==> src/rtl/mips_multicycle_control_if.sv <==
// Control bundle between the multi-cycle MIPS controller (master) and its datapath (slave).
// Carries illegal_op only when MIPS_CTRL_ILLEGAL_TRAP_EN is defined.
interface mips_multicycle_control_if #(
  parameter int RETIRE_W = 32
);
  logic [5:0]          opcode;
  logic                mem_ready;
  logic                pc_write;
  logic                pc_write_cond;
  logic                i_or_d;
  logic                mem_read;
  logic                mem_write;
  logic                ir_write;
  logic                mem_to_reg;
  logic                reg_dst;
  logic                reg_write;
  logic                alu_src_a;
  logic [1:0]          alu_src_b;
  logic [1:0]          alu_op;
  logic [1:0]          pc_source;
  logic [3:0]          state;
  logic                instr_done;
  logic [RETIRE_W-1:0] retired_count;
`ifdef MIPS_CTRL_ILLEGAL_TRAP_EN
  logic                illegal_op;
`endif

  modport master (
    input  opcode, mem_ready,
    output pc_write, pc_write_cond, i_or_d, mem_read, mem_write, ir_write,
           mem_to_reg, reg_dst, reg_write, alu_src_a, alu_src_b, alu_op,
           pc_source, state, instr_done, retired_count
`ifdef MIPS_CTRL_ILLEGAL_TRAP_EN
    , output illegal_op
`endif
  );

  modport slave (
    output opcode, mem_ready,
    input  pc_write, pc_write_cond, i_or_d, mem_read, mem_write, ir_write,
           mem_to_reg, reg_dst, reg_write, alu_src_a, alu_src_b, alu_op,
           pc_source, state, instr_done, retired_count
`ifdef MIPS_CTRL_ILLEGAL_TRAP_EN
    , input illegal_op
`endif
  );
endinterface

==> src/rtl/mips_multicycle_control.sv <==
// Multi-cycle MIPS main controller: state register plus retired counter, outputs decoded from state.
// Optional MIPS_CTRL_ILLEGAL_TRAP_EN parks unknown opcodes in TRAP instead of treating them as NOPs.
module mips_multicycle_control #(
  parameter bit MEM_HANDSHAKE = 1'b1,
  parameter int RETIRE_W      = 32
) (
  input logic clk,
  input logic rst,
  mips_multicycle_control_if.master ctl
);
  typedef enum logic [3:0] {
    FETCH     = 4'd0,
    DECODE    = 4'd1,
    MEM_ADDR  = 4'd2,
    MEM_READ  = 4'd3,
    MEM_WB    = 4'd4,
    MEM_WRITE = 4'd5,
    R_EXEC    = 4'd6,
    R_WB      = 4'd7,
    BRANCH    = 4'd8,
    JUMP      = 4'd9,
    ADDI_EXEC = 4'd10,
    ADDI_WB   = 4'd11,
    TRAP      = 4'd12
  } state_t;

  localparam logic [5:0] OP_R    = 6'b000000;
  localparam logic [5:0] OP_LW   = 6'b100011;
  localparam logic [5:0] OP_SW   = 6'b101011;
  localparam logic [5:0] OP_BEQ  = 6'b000100;
  localparam logic [5:0] OP_J    = 6'b000010;
  localparam logic [5:0] OP_ADDI = 6'b001000;

  state_t state_q, state_d;
  logic   rdy;
  logic   done;

  // With the handshake disabled every memory access completes in a single cycle.
  assign rdy = MEM_HANDSHAKE ? ctl.mem_ready : 1'b1;

  always_comb begin
    state_d = FETCH;
    case (state_q)
      FETCH:     state_d = rdy ? DECODE : FETCH;
      DECODE: begin
        case (ctl.opcode)
          OP_R:         state_d = R_EXEC;
          OP_LW, OP_SW: state_d = MEM_ADDR;
          OP_BEQ:       state_d = BRANCH;
          OP_J:         state_d = JUMP;
          OP_ADDI:      state_d = ADDI_EXEC;
`ifdef MIPS_CTRL_ILLEGAL_TRAP_EN
          default:      state_d = TRAP;
`else
          default:      state_d = FETCH;
`endif
        endcase
      end
      MEM_ADDR:  state_d = (ctl.opcode == OP_SW) ? MEM_WRITE : MEM_READ;
      MEM_READ:  state_d = rdy ? MEM_WB : MEM_READ;
      MEM_WRITE: state_d = rdy ? FETCH : MEM_WRITE;
      R_EXEC:    state_d = R_WB;
      ADDI_EXEC: state_d = ADDI_WB;
`ifdef MIPS_CTRL_ILLEGAL_TRAP_EN
      TRAP:      state_d = TRAP;
`endif
      default:   state_d = FETCH;
    endcase
  end

  // Retirement is "leaving for FETCH from anywhere else"; a trap never retires.
  assign done = (state_d == FETCH) && (state_q != FETCH);

  always_ff @(posedge clk or posedge rst) begin
    if (rst) begin
      state_q           <= FETCH;
      ctl.retired_count <= '0;
    end else begin
      state_q <= state_d;
      if (done) ctl.retired_count <= ctl.retired_count + 1'b1;
    end
  end

  always_comb begin
    ctl.pc_write      = 1'b0;
    ctl.pc_write_cond = 1'b0;
    ctl.i_or_d        = 1'b0;
    ctl.mem_read      = 1'b0;
    ctl.mem_write     = 1'b0;
    ctl.ir_write      = 1'b0;
    ctl.mem_to_reg    = 1'b0;
    ctl.reg_dst       = 1'b0;
    ctl.reg_write     = 1'b0;
    ctl.alu_src_a     = 1'b0;
    ctl.alu_src_b     = 2'b00;
    ctl.alu_op        = 2'b00;
    ctl.pc_source     = 2'b00;
    case (state_q)
      FETCH: begin
        ctl.mem_read  = 1'b1;
        ctl.alu_src_b = 2'b01;
        ctl.ir_write  = rdy;
        ctl.pc_write  = rdy;
      end
      DECODE:    ctl.alu_src_b = 2'b11;
      MEM_ADDR, ADDI_EXEC: begin
        ctl.alu_src_a = 1'b1;
        ctl.alu_src_b = 2'b10;
      end
      MEM_READ: begin
        ctl.mem_read = 1'b1;
        ctl.i_or_d   = 1'b1;
      end
      MEM_WB: begin
        ctl.reg_write  = 1'b1;
        ctl.mem_to_reg = 1'b1;
      end
      MEM_WRITE: begin
        ctl.mem_write = 1'b1;
        ctl.i_or_d    = 1'b1;
      end
      R_EXEC: begin
        ctl.alu_src_a = 1'b1;
        ctl.alu_op    = 2'b10;
      end
      R_WB: begin
        ctl.reg_write = 1'b1;
        ctl.reg_dst   = 1'b1;
      end
      BRANCH: begin
        ctl.alu_src_a     = 1'b1;
        ctl.alu_op        = 2'b01;
        ctl.pc_write_cond = 1'b1;
        ctl.pc_source     = 2'b01;
      end
      JUMP: begin
        ctl.pc_write  = 1'b1;
        ctl.pc_source = 2'b10;
      end
      ADDI_WB:   ctl.reg_write = 1'b1;
      default: ;
    endcase
  end

  assign ctl.state      = state_q;
  assign ctl.instr_done = done;
`ifdef MIPS_CTRL_ILLEGAL_TRAP_EN
  assign ctl.illegal_op = (state_q == TRAP);
`endif
endmodule

==> src/flat_wrapper.sv <==
// flat-port wrapper written by rule: the top's interface ports become plain ports
module mips_multicycle_control_flat 
#(
  parameter bit MEM_HANDSHAKE = 1'b1,
  parameter int RETIRE_W      = 32
)
  (clk, rst, ctl_opcode, ctl_mem_ready, ctl_pc_write, ctl_pc_write_cond, ctl_i_or_d, ctl_mem_read, ctl_mem_write, ctl_ir_write, ctl_mem_to_reg, ctl_reg_dst, ctl_reg_write, ctl_alu_src_a, ctl_alu_src_b, ctl_alu_op, ctl_pc_source, ctl_state, ctl_instr_done, ctl_retired_count);
  mips_multicycle_control_if #(.RETIRE_W(RETIRE_W)) ctl_i ();
  input logic clk;
  input logic rst;
  input wire logic [$bits(ctl_i.opcode)-1:0] ctl_opcode;
  input wire logic [$bits(ctl_i.mem_ready)-1:0] ctl_mem_ready;
  output wire logic [$bits(ctl_i.pc_write)-1:0] ctl_pc_write;
  output wire logic [$bits(ctl_i.pc_write_cond)-1:0] ctl_pc_write_cond;
  output wire logic [$bits(ctl_i.i_or_d)-1:0] ctl_i_or_d;
  output wire logic [$bits(ctl_i.mem_read)-1:0] ctl_mem_read;
  output wire logic [$bits(ctl_i.mem_write)-1:0] ctl_mem_write;
  output wire logic [$bits(ctl_i.ir_write)-1:0] ctl_ir_write;
  output wire logic [$bits(ctl_i.mem_to_reg)-1:0] ctl_mem_to_reg;
  output wire logic [$bits(ctl_i.reg_dst)-1:0] ctl_reg_dst;
  output wire logic [$bits(ctl_i.reg_write)-1:0] ctl_reg_write;
  output wire logic [$bits(ctl_i.alu_src_a)-1:0] ctl_alu_src_a;
  output wire logic [$bits(ctl_i.alu_src_b)-1:0] ctl_alu_src_b;
  output wire logic [$bits(ctl_i.alu_op)-1:0] ctl_alu_op;
  output wire logic [$bits(ctl_i.pc_source)-1:0] ctl_pc_source;
  output wire logic [$bits(ctl_i.state)-1:0] ctl_state;
  output wire logic [$bits(ctl_i.instr_done)-1:0] ctl_instr_done;
  output wire logic [$bits(ctl_i.retired_count)-1:0] ctl_retired_count;
  assign ctl_i.opcode = ctl_opcode;
  assign ctl_i.mem_ready = ctl_mem_ready;
  assign ctl_pc_write = ctl_i.pc_write;
  assign ctl_pc_write_cond = ctl_i.pc_write_cond;
  assign ctl_i_or_d = ctl_i.i_or_d;
  assign ctl_mem_read = ctl_i.mem_read;
  assign ctl_mem_write = ctl_i.mem_write;
  assign ctl_ir_write = ctl_i.ir_write;
  assign ctl_mem_to_reg = ctl_i.mem_to_reg;
  assign ctl_reg_dst = ctl_i.reg_dst;
  assign ctl_reg_write = ctl_i.reg_write;
  assign ctl_alu_src_a = ctl_i.alu_src_a;
  assign ctl_alu_src_b = ctl_i.alu_src_b;
  assign ctl_alu_op = ctl_i.alu_op;
  assign ctl_pc_source = ctl_i.pc_source;
  assign ctl_state = ctl_i.state;
  assign ctl_instr_done = ctl_i.instr_done;
  assign ctl_retired_count = ctl_i.retired_count;
  mips_multicycle_control #(.MEM_HANDSHAKE(MEM_HANDSHAKE), .RETIRE_W(RETIRE_W)) u_core (.clk(clk), .rst(rst), .ctl(ctl_i));
endmodule
==> config.mk <==
export PLATFORM = sky130hd
export DESIGN_NAME = mips_multicycle_control_flat
export DESIGN_NICKNAME = d
export VERILOG_FILES = /design/src/rtl/mips_multicycle_control_if.sv /design/src/rtl/mips_multicycle_control.sv /design/src/flat_wrapper.sv
export SDC_FILE = /design/constraint.sdc
export NUM_CORES = 1
export LEC_CHECK = 0
export BUFFER_PORTS_ARGS = -buffer_cell sky130_fd_sc_hd__buf_2
export CAP_MARGIN = 10
export CORE_MARGIN = 5
export CORE_UTILIZATION = 50
export DETAILED_ROUTE_END_ITERATION = 8
export PLACE_DENSITY = 0.86
export SYNTH_ARGS = -nofsm -noshare
export SYNTH_HDL_FRONTEND = slang
export SYNTH_SLANG_ARGS = --single-unit
export TNS_END_PERCENT = 30
==> constraint.sdc <==
create_clock -name clk -period 3.2 [get_ports clk]
set_input_delay 0.32 -clock clk [delete_from_list [all_inputs] [get_ports clk]]
set_output_delay 0.32 -clock clk [all_outputs]
set_load 0.01 [all_outputs]
== After elaboration in Yosys (flattened, before gate mapping) ==
Index checks and enable logic that the tools add are counted.
Word-level totals
  output and inout bits: 53
  input bits: 9
  register bits after elaboration: 36
Operators by class
  equal/unequal tests: 16
  multiplexer cells: 19
  reductions and logical operators: 11
  add/subtract/negate cells: 1
Operators by type and width (count)
  adder 32 x 1 -> 32 bit (second input constant): 1
  one-hot mux 4 bit (7 select lines): 1
  one-hot mux 4 bit (5 select lines): 1
  == test 4 x 3 -> 1 bit (second input constant): 4
  == test 4 bit (second input constant): 4
  == test 6 bit (second input constant): 2
  2-to-1 mux 1 bit: 10
  2-to-1 mux 3 bit: 3
  == test 4 x 2 -> 1 bit (second input constant): 2
  logical NOT 4 bit: 2
  one-hot mux 2 bit (2 select lines): 2
  OR reduction 2 bit: 4
  == test 6 x 2 -> 1 bit (second input constant): 1
  == test 6 x 3 -> 1 bit (second input constant): 1
  == test 6 x 4 -> 1 bit (second input constant): 1
  logical NOT 6 bit: 1
  one-hot mux 2 bit (3 select lines): 1
  == test 4 x 1 -> 1 bit (second input constant): 1
  nonzero test 4 bit: 1
  OR reduction 4 bit: 1
  OR reduction 3 bit: 1
  one-hot mux 1 bit (2 select lines): 1
  logical AND 1 bit: 1

== Longest topological paths before layout ==
Gate-level depths: netlist of the first run.
  depth after elaboration: 6
  gate-level depth with buffers: 10
  mapped depth without buffers: 7

== Worst setup path after synthesis of the first run ==
Ideal clock, no wire load.
  path type: register to register
  from: register u_core.state_q[1], in the netlist u_core.ctl.state[1]
  to: register u_core.ctl.retired_count[23] in the netlist's numbering
  arrival time: 2.214 ns
  data required time: 3.121 ns
  path buffers: 1
  slack: 0.906 ns
  cell stages (with the launch flop): 9
  path through: dfrtp_1 -> buf_6 -> and3b_1 -> o21ai_1 -> o221ai_2 -> a2111o_1 -> nor4_4 -> and3_1 -> xor2_1
On the way
  longest elaborated chain between the ends: 4
  elaborated cells between the ends (all ways): 11
RTL lines
  start: declaration: line mips_multicycle_control.sv:34  | state_t state_q, state_d;
  start signal: assignment: line mips_multicycle_control.sv:79  | state_q <= state_d;
  == test 4 bit, or another cell as far along: line mips_multicycle_control.sv:43  | case (state_q)
  one-hot mux 4 bit (7 select lines) (*): line mips_multicycle_control.sv:43
  via u_core.state_d[2]: line mips_multicycle_control.sv:34
  logical NOT 4 bit (*): line mips_multicycle_control.sv:72  | assign done = (state_d == FETCH) && (state_q != FETCH);
  logical AND 1 bit (*): line mips_multicycle_control.sv:72
  end signal: assignment: line mips_multicycle_control.sv:80  | if (done) ctl.retired_count <= ctl.retired_count + 1'b1;
  end: declaration: line mips_multicycle_control_if.sv:32  | pc_source, state, instr_done, retired_count
The timed path passes the listed nets; every way through them passes the cells marked *.
A chain may end at the register's enable or synchronous reset.

== Worst setup path in the final report of the first run ==
  from: register u_core.state_q[1], in the netlist u_core.ctl.state[1]
  to: output ctl_instr_done
On the way
  longest elaborated chain between the ends: 4
  elaborated cells between the ends (all ways): 11
RTL lines
  == test 4 bit, or another cell as far along: line mips_multicycle_control.sv:43
  one-hot mux 4 bit (7 select lines): line mips_multicycle_control.sv:43
  logical NOT 4 bit: line mips_multicycle_control.sv:72
  logical AND 1 bit (*): line mips_multicycle_control.sv:72
  end: declaration: line flat_wrapper.sv:27  | output wire logic [$bits(ctl_i.instr_done)-1:0] ctl_instr_done;
Every way passes the cells marked *; elsewhere a longest branch is shown, timed or not.

==> results of run 1 <==
==> state kept, by name (all words and copies together), names as in the netlist <==
name	flops
u_core.ctl.state	4
u_core.ctl.retired_count	32
==> cell families (layout without fill, tap and decap cells) <==
group	Yosys count	count (layout)	share of synthesized area
AO/OA/AOI/OAI	19	19	0.07220
XOR/XNOR	32	32	0.1419
adder cells (fa/ha/maj)	1	1	0.006332
buffers and inverters	12	73	0.03167
flip-flops	36	36	0.4560
multiplexers	1	1	0.005699
AND/OR/NAND/NOR	100	100	0.2863
==> report_power, final <==
group,internal (W),switching (W)
clock,0.000192,0.000149
combinational,0.000246,0.000322
sequential,0.000511,0.000111
total,0.000948,0.000582
==> Yosys cell counts (all sizes together) (2+ instances only) <==
master	n
dfrtp	36
xnor2	24
nand2	21
nor2	15
and3	12
nand3	9
nand4	9
nor3	9
xor2	8
buf	7
nand2b	7
o21ai	4
or2	4
and2	3
inv	3
nor4	3
a211o	2
a21oi	2
clkbuf	2
nor3b	2
==> area by class of cell <==
type | count | area, sq um
sequential | 36 | 900.9
fill | 321 | 1343
timing repair buffer | 63 | 320.3
multi-input combinational | 153 | 1012
tap | 48 | 60.06
clock buffer | 7 | 96.34
inverter | 3 | 11.26
==> placed cells by master (no fill, tap or decap), drive strengths merged, types with 2 or more instances in the layout <==
master and instances:
nand3 9, nand4 9, a21oi 2, nand2b 7, nor3 9, and3 12, dfrtp 36, buf 63
clkbuf 7, inv 3, o21ai 4, nand2 21, and2 3, xor2 8, or2 4, nor3b 2
xnor2 24, a211o 2, nor4 3, nor2 15
==> worst min-delay path by stage <==
stage,start,end,slack [ps],depth (start not counted)
CTS,rst,u_core.ctl.retired_count[16],130,3
global route,rst,u_core.ctl.retired_count[16],160,3
floorplan,rst,u_core.ctl.retired_count[0],490,1
detailed placement,rst,u_core.ctl.retired_count[16],440,3
finish,rst,u_core.ctl.retired_count[16],120,3
global placement,rst,u_core.ctl.retired_count[16],440,3
==> per-stage QoR <==
| stage | util | instances | power (W) | cell area [sq um] |
|---|---|---|---|---|
| 2_1_floorplan | - | 201 | 0.001016 | 1976 |
| 5_1_grt | 0.6414 | 310 | 0.001642 | 2401 |
| 4_1_cts | 0.6414 | 310 | 0.001541 | 2401 |
| 3_5_place_dp | 0.6156 | 303 | 0.001200 | 2305 |
| 3_3_place_gp | 0.6156 | 303 | 0.001183 | 2305 |
| 6_report | 0.6414 | 310 | 0.001530 | 2401 |
==> worst min-delay path, stage by stage <==
cell   delay [ps]
buf_2          90
inv_1          40
buf_4         380
==> routing by layer <==
metal | vias up | wire length [um] | GRT usage
met3 | 4 | 341 | 0.04821
met1 | 764 | 1959 | 0.2461
met5 | - | 0 | 0
li1 | 819 | - | -
met2 | 63 | 2224 | 0.2786
met4 | 0 | 41 | 0.06557
==> impl_metrics.py, run 1 <==
metrics = {
    "routing": {
        "drtIter0Drc": 62,
        "routed_wl_um": 4566,
        "drtPass1Iterations": 4,
        "via_count": 1650,
        "drc_errors": 0,
        "vias_per_cell": 5.323,
        "routedWlPerCell_um": 14.73,
        "ant_nets": 0,
    },
    "floorplanning": {
        "start_util": 0.5277,
        "num_rows": 22,
        "coreArea_sq_um": 3744,
        "die_h_um": 72.86,
        "num_io_pins": 62,
        "die_area_sq_um": 5309,
        "fp.dieW_um": 72.86,
    },
    "logic_synthesis": {
        "synthArstFlopShare": 1.000,
        "ys_seq_area_frac": 0.4560,
        "syn_area_per_cell_sq_um": 9.829,
        "yosys.area.top_type": "dfrtp_1",
        "synth_cell_types": 44,
        "ys_seq_elements": 36,
        "synth_cells": 201,
        "synthesis.nets": 211,
        "ys_warn_count": 0,
        "synth_ff_type": "dfrtp_1",
        "ys_top_cells_by_area": "dfrtp_1 (46%), xnor2_1 (11%), nand2_1 (4.0%)",
        "synth-edff-count": 0,
        "synthesis.area_sq_um": 1976,
        "synth_top_area_frac": 0.4560,
    },
    "place": {
        "post-place-ws_ps": 507.5,
        "dp_hpwl_um": 3397,
        "routabilityCongestion": 0.8598,
        "port_buffers": 61,
    },
    "power": {
        "peakVddDrop_mv": 0.3288,
        "p_leak_nw": 1.243,
        "power_density_nw_per_um2": 637.3,
    },
    "setup_path": {
        "cp.arrival_ps": 2520,
        "critPathCapture": "ctl_instr_done",
        "max_stage_delay_ps": 650,
        "r2r_start": "u_core.ctl.state[0]",
        "critPathMaxFanout": 18,
        "r2r.worst_path.cells": 7,
        "cp-start-kind": "register",
        "slowest_stage": "dfrtp_1",
        "cp_top_family": "compound AO/OA/AOI/OAI gates",
        "critical_path_class": "register to output port",
        "required_ps": 2880,
        "path_cells": "nand2b_1 > o21ai_0 > a2111oi_0 > a2111o_1 > nor3_2 > buf_4 > buf_2",
        "critPathCaptureType": "output port",
        "critical_path_depth": 7,
        "r2r-end": "u_core.ctl.retired_count[23]",
        "r2r_slack_ps": 450,
        "crit_start": "u_core.ctl.state[1]",
        "cp_num_buf_inv": 2,
    },
    "sta": {
        "clock.fmax_mhz": 352.3,
        "finalSetupViolations": 0,
        "setup_slack_ps": 361.7,
        "worstMarginPinSlew_ps": 693.0,
        "skew_ps": 2.783,
        "final_max_slew_viol_count": 0,
        "min_period_ps": 2838,
        "slew_headroom": 0.5380,
        "hold_viol_final": 0,
        "rsz0062_at_grt": "no",
        "min_period_over_period": 0.8870,
        "whs_ps": 123.9,
        "fin_tns_setup_ps": 0,
    },
    "global_routing": {
        "grt-ovfl-total": 0,
        "grt_pass1_wl_um": 7548,
        "grt_usage": 0.1815,
        "grt_max_degree": 37,
        "grt_pass1_vias": 1550,
        "antenna_found_initial": 0,
    },
    "flow_run": {
        "max-cap-violations": 0,
    },
    "cts": {
        "insertion_delay_ps": 280,
        "cts_sinks": 36,
        "clkTransAtPathRegs_ps": 70,
        "hold_buffers": 0,
        "cts_setup_buffers": 0,
        "cts_root_buf": "clkbuf_8",
        "cts_tree": "done",
        "clockBufferDepth": 2,
        "cts_resized": 0,
        "cts_buffers": 5,
        "htreeDepth": 2,
    },
    "finish": {
        "area_growth_pct": 21.53,
        "final_nets": 272,
        "diodes": 0,
        "layout-drive-gt1-share": 0.3015,
    },
    "status": {
        "outcome": "completed",
    },
    "worst_hold_path": {
        "worstHoldPathType": "primary input to asynchronous set/reset pin",
    },
}
(Power assumes the default switching activity.)
==> run 2, diff against run 1 <==
--- a/config.mk
+++ b/config.mk
@@ -5,12 +5,13 @@
 export SDC_FILE = /design/constraint.sdc
 export NUM_CORES = 1
 export LEC_CHECK = 0
+export ABC_AREA = 1
 export BUFFER_PORTS_ARGS = -buffer_cell sky130_fd_sc_hd__buf_2
 export CAP_MARGIN = 10
 export CORE_MARGIN = 5
 export CORE_UTILIZATION = 50
 export DETAILED_ROUTE_END_ITERATION = 8
-export PLACE_DENSITY = 0.86
+export PLACE_DENSITY = 0.83
 export SYNTH_ARGS = -nofsm -noshare
 export SYNTH_HDL_FRONTEND = slang
 export SYNTH_SLANG_ARGS = --single-unit
==> impl_metrics.py, run 2 <==
metrics = {
    "finish": {
        "mostFrequentLayoutCells": "nand2_1 (138), nor2_1 (70), buf_2 (61), inv_1 (45), nand3_1 (39)",
        "layout-drive-gt1-share": 0.1940,
        "area_growth_pct": 15.39,
        "layout_commonest_cell": "nand2_1",
        "largest_reg_flops": 32,
        "regMostFlops": "u_core.ctl.retired_count",
        "diodes": 0,
        "final_nets": 478,
        "fillerInstances": 525,
    },
    "sta": {
        "clock.fmax_mhz": 406.9,
        "min_period_over_period": 0.7681,
        "final_max_slew_viol_count": 0,
        "finalSetupViolations": 0,
        "rsz0062_at_grt": "no",
        "hold_viol_final": 0,
        "skew_ps": 14.81,
        "whs_ps": 102.6,
        "min_period_ps": 2458,
        "worstMarginPinSlew_ps": 449.4,
        "fin_tns_setup_ps": 0,
        "slew_headroom": 0.7004,
    },
    "routing": {
        "vias_per_cell": 5.074,
        "drc_errors": 0,
        "ant_nets": 0,
        "routed_wl_um": 6214,
        "via_count": 2735,
        "drtPass1Iterations": 4,
        "routedWlPerCell_um": 11.53,
        "drtIter0Drc": 214,
    },
    "power": {
        "p_leak_nw": 1.647,
        "power_density_nw_per_um2": 542.4,
        "pwr-share-clk": 0.203,
        "combPwrFrac": 0.463,
        "sw_frac_of_total": 0.4715,
        "switching_power_w": 0.0007773,
        "total_power_w": 0.001648,
        "power_frac_seq": 0.334,
        "p_int_w": 0.0008711,
        "peakVddDrop_mv": 0.3040,
    },
    "setup_path": {
        "cp_num_buf_inv": 4,
        "critical_path_class": "register to output port",
        "critPathCaptureType": "output port",
        "cp.arrival_ps": 2140,
        "required_ps": 2880,
        "cp_common_cell": "inv_2",
        "slowest_stage": "dfrtp_1",
        "critPathMaxFanout": 18,
        "cp-start-kind": "register",
        "max_stage_delay_ps": 430,
        "cp_top_family": "simple AND/OR/NAND/NOR gates",
        "path_cells": "inv_2 > nand2_2 > inv_2 > nand2_1 > nor2_1 > nor2_1 > nand2_1 > nor2_4 > nand3_4 > inv_2 > buf_2",
    },
    "logic_synthesis": {
        "ys_warn_count": 0,
        "synth_ff_type": "dfrtp_1",
        "synth.most_common_cell": "nand2_1",
        "synth_common_cells": "nand2_1 (138), nor2_1 (70), inv_1 (45)",
        "ys_seq_elements": 36,
        "synth_top_area_frac": 0.3420,
        "synth_cell_types": 25,
        "synth_cells": 410,
        "synthesis.area_sq_um": 2634,
        "synth-edff-count": 0,
        "ys_seq_area_frac": 0.3420,
        "syn_area_per_cell_sq_um": 6.424,
        "ys_top_cells_by_area": "dfrtp_1 (34%), nand2_1 (20%), nor2_1 (10%)",
        "yosys.area.top_type": "dfrtp_1",
        "synthArstFlopShare": 1.000,
        "synthesis.nets": 420,
    },
    "cts": {
        "clockBufferDepth": 2,
        "cts_buffers": 5,
        "cts_root_buf": "clkbuf_8",
        "cts_resized": 0,
        "cts_setup_buffers": 0,
        "cts_sinks": 36,
        "cts_tree": "done",
        "insertion_delay_ps": 300,
        "htreeDepth": 2,
        "hold_buffers": 0,
        "clkTransAtPathRegs_ps": 80,
    },
    "floorplanning": {
        "num_rows": 26,
        "fp.dieW_um": 82.58,
        "num_io_pins": 62,
        "die_area_sq_um": 6819,
        "start_util": 0.5157,
        "coreArea_sq_um": 5107,
        "die_h_um": 82.58,
    },
    "global_routing": {
        "antenna_found_initial": 0,
        "grt_max_degree": 37,
        "grt_pass1_vias": 2552,
        "grt-ovfl-total": 0,
        "grt_usage": 0.1949,
        "grt_pass1_wl_um": 10620,
    },
    "status": {
        "outcome": "completed",
    },
    "flow_run": {
        "max-cap-violations": 0,
    },
    "place": {
        "routabilityCongestion": 0.9345,
        "dp_hpwl_um": 4670,
        "port_buffers": 61,
    },
    "worst_hold_path": {
        "worstHoldPathType": "primary input to asynchronous set/reset pin",
    },
}
-- run 2: cell count changes in the layout (fill, tap and decap cells not counted), sizes merged, moves of 4 or more --
cell | before | now
nand2 | 21 | 142
nor2 | 15 | 76
inv | 3 | 51
nand3 | 9 | 41
nand4 | 9 | 33
xnor2 | 24 | 6
and3 | 12 | 0
nor3 | 9 | 0
nand2b | 7 | 0
or2 | 4 | 0
-- run 2: power by group through the flow --
stage / sequential [W] / clock (W) / combinational [W]
after CTS: 0.000548 / 0.000338 / 0.000761
after detailed placement: 0.000557 / 0 / 0.000761
after global placement: 0.000553 / 0 / 0.000751
after global routing: 0.000555 / 0.000366 / 0.000838
final: 0.000550 / 0.000335 / 0.000763
after floorplan: 0.000565 / 0 / 0.000639
-- run 2: cell type report --
| cell class | count | area, sq um | share of cell area |
|---|---|---|---|
| clock inverters | 3 | 23.77 | 0.007822 |
| inverters | 51 | 191.4 | 0.06299 |
| well taps | 70 | 87.58 | 0.02882 |
| multi-input cells | 309 | 1431 | 0.4710 |
| clock buffers | 5 | 68.82 | 0.02264 |
| repair buffers | 65 | 335.3 | 0.1103 |
| flip-flops and latches | 36 | 900.9 | 0.2964 |
-- run 2: kinds of logic (layout without fill, tap and decap cells) --
kind of cell / after synthesis / in the layout / share of synthesized area
fa+ha+maj: 1 / 1 / 0.004750
simple gates: 293 / 293 / 0.4931
xor+xnor: 11 / 11 / 0.03658
flops: 36 / 36 / 0.3420
buf+inv: 65 / 124 / 0.1145
compound gates: 4 / 4 / 0.009025
-- run 2: through the flow --
step	setup WS, ps	instance area (sq um)	utilization	instances
after floorplan	1357	2634	-	410
after CTS	767.3	3039	0.5951	539
after global routing	602.1	3039	0.5951	539
after detailed placement	1096	2947	0.5769	531
final	742.1	3039	0.5951	539
after global placement	1144	2947	0.5769	531
-- run 2: tightest hold or removal path, stage by stage --
cell and delay (ps):
buf_2 90, inv_1 40, buf_4 380
-- run 2: final timing paths --
path | startpoint | endpoint | slack [ps] | cells past startpoint
max in group asynchronous | rst | u_core.ctl.retired_count[15] | 2770 | 3
setup / recovery | u_core.ctl.state[1] | ctl_instr_done | 740 | 11
setup reg to reg | u_core.ctl.state[1] | u_core.ctl.retired_count[27] | 1020 | 12
hold reg to reg | u_core.ctl.retired_count[29] | u_core.ctl.retired_count[29] | 500 | 2
min in group clk | ctl_mem_ready | u_core.ctl.state[2] | 430 | 5
hold / removal | rst | u_core.ctl.retired_count[30] | 100 | 3
-- run 2: layer usage --
layer	up-vias	track usage	routed length (um)
li1	1404	-	-
met1	1254	0.2429	2869
met2	73	0.3446	2968
met3	4	0.04338	346
met4	0	0.04085	29
met5	-	0	0
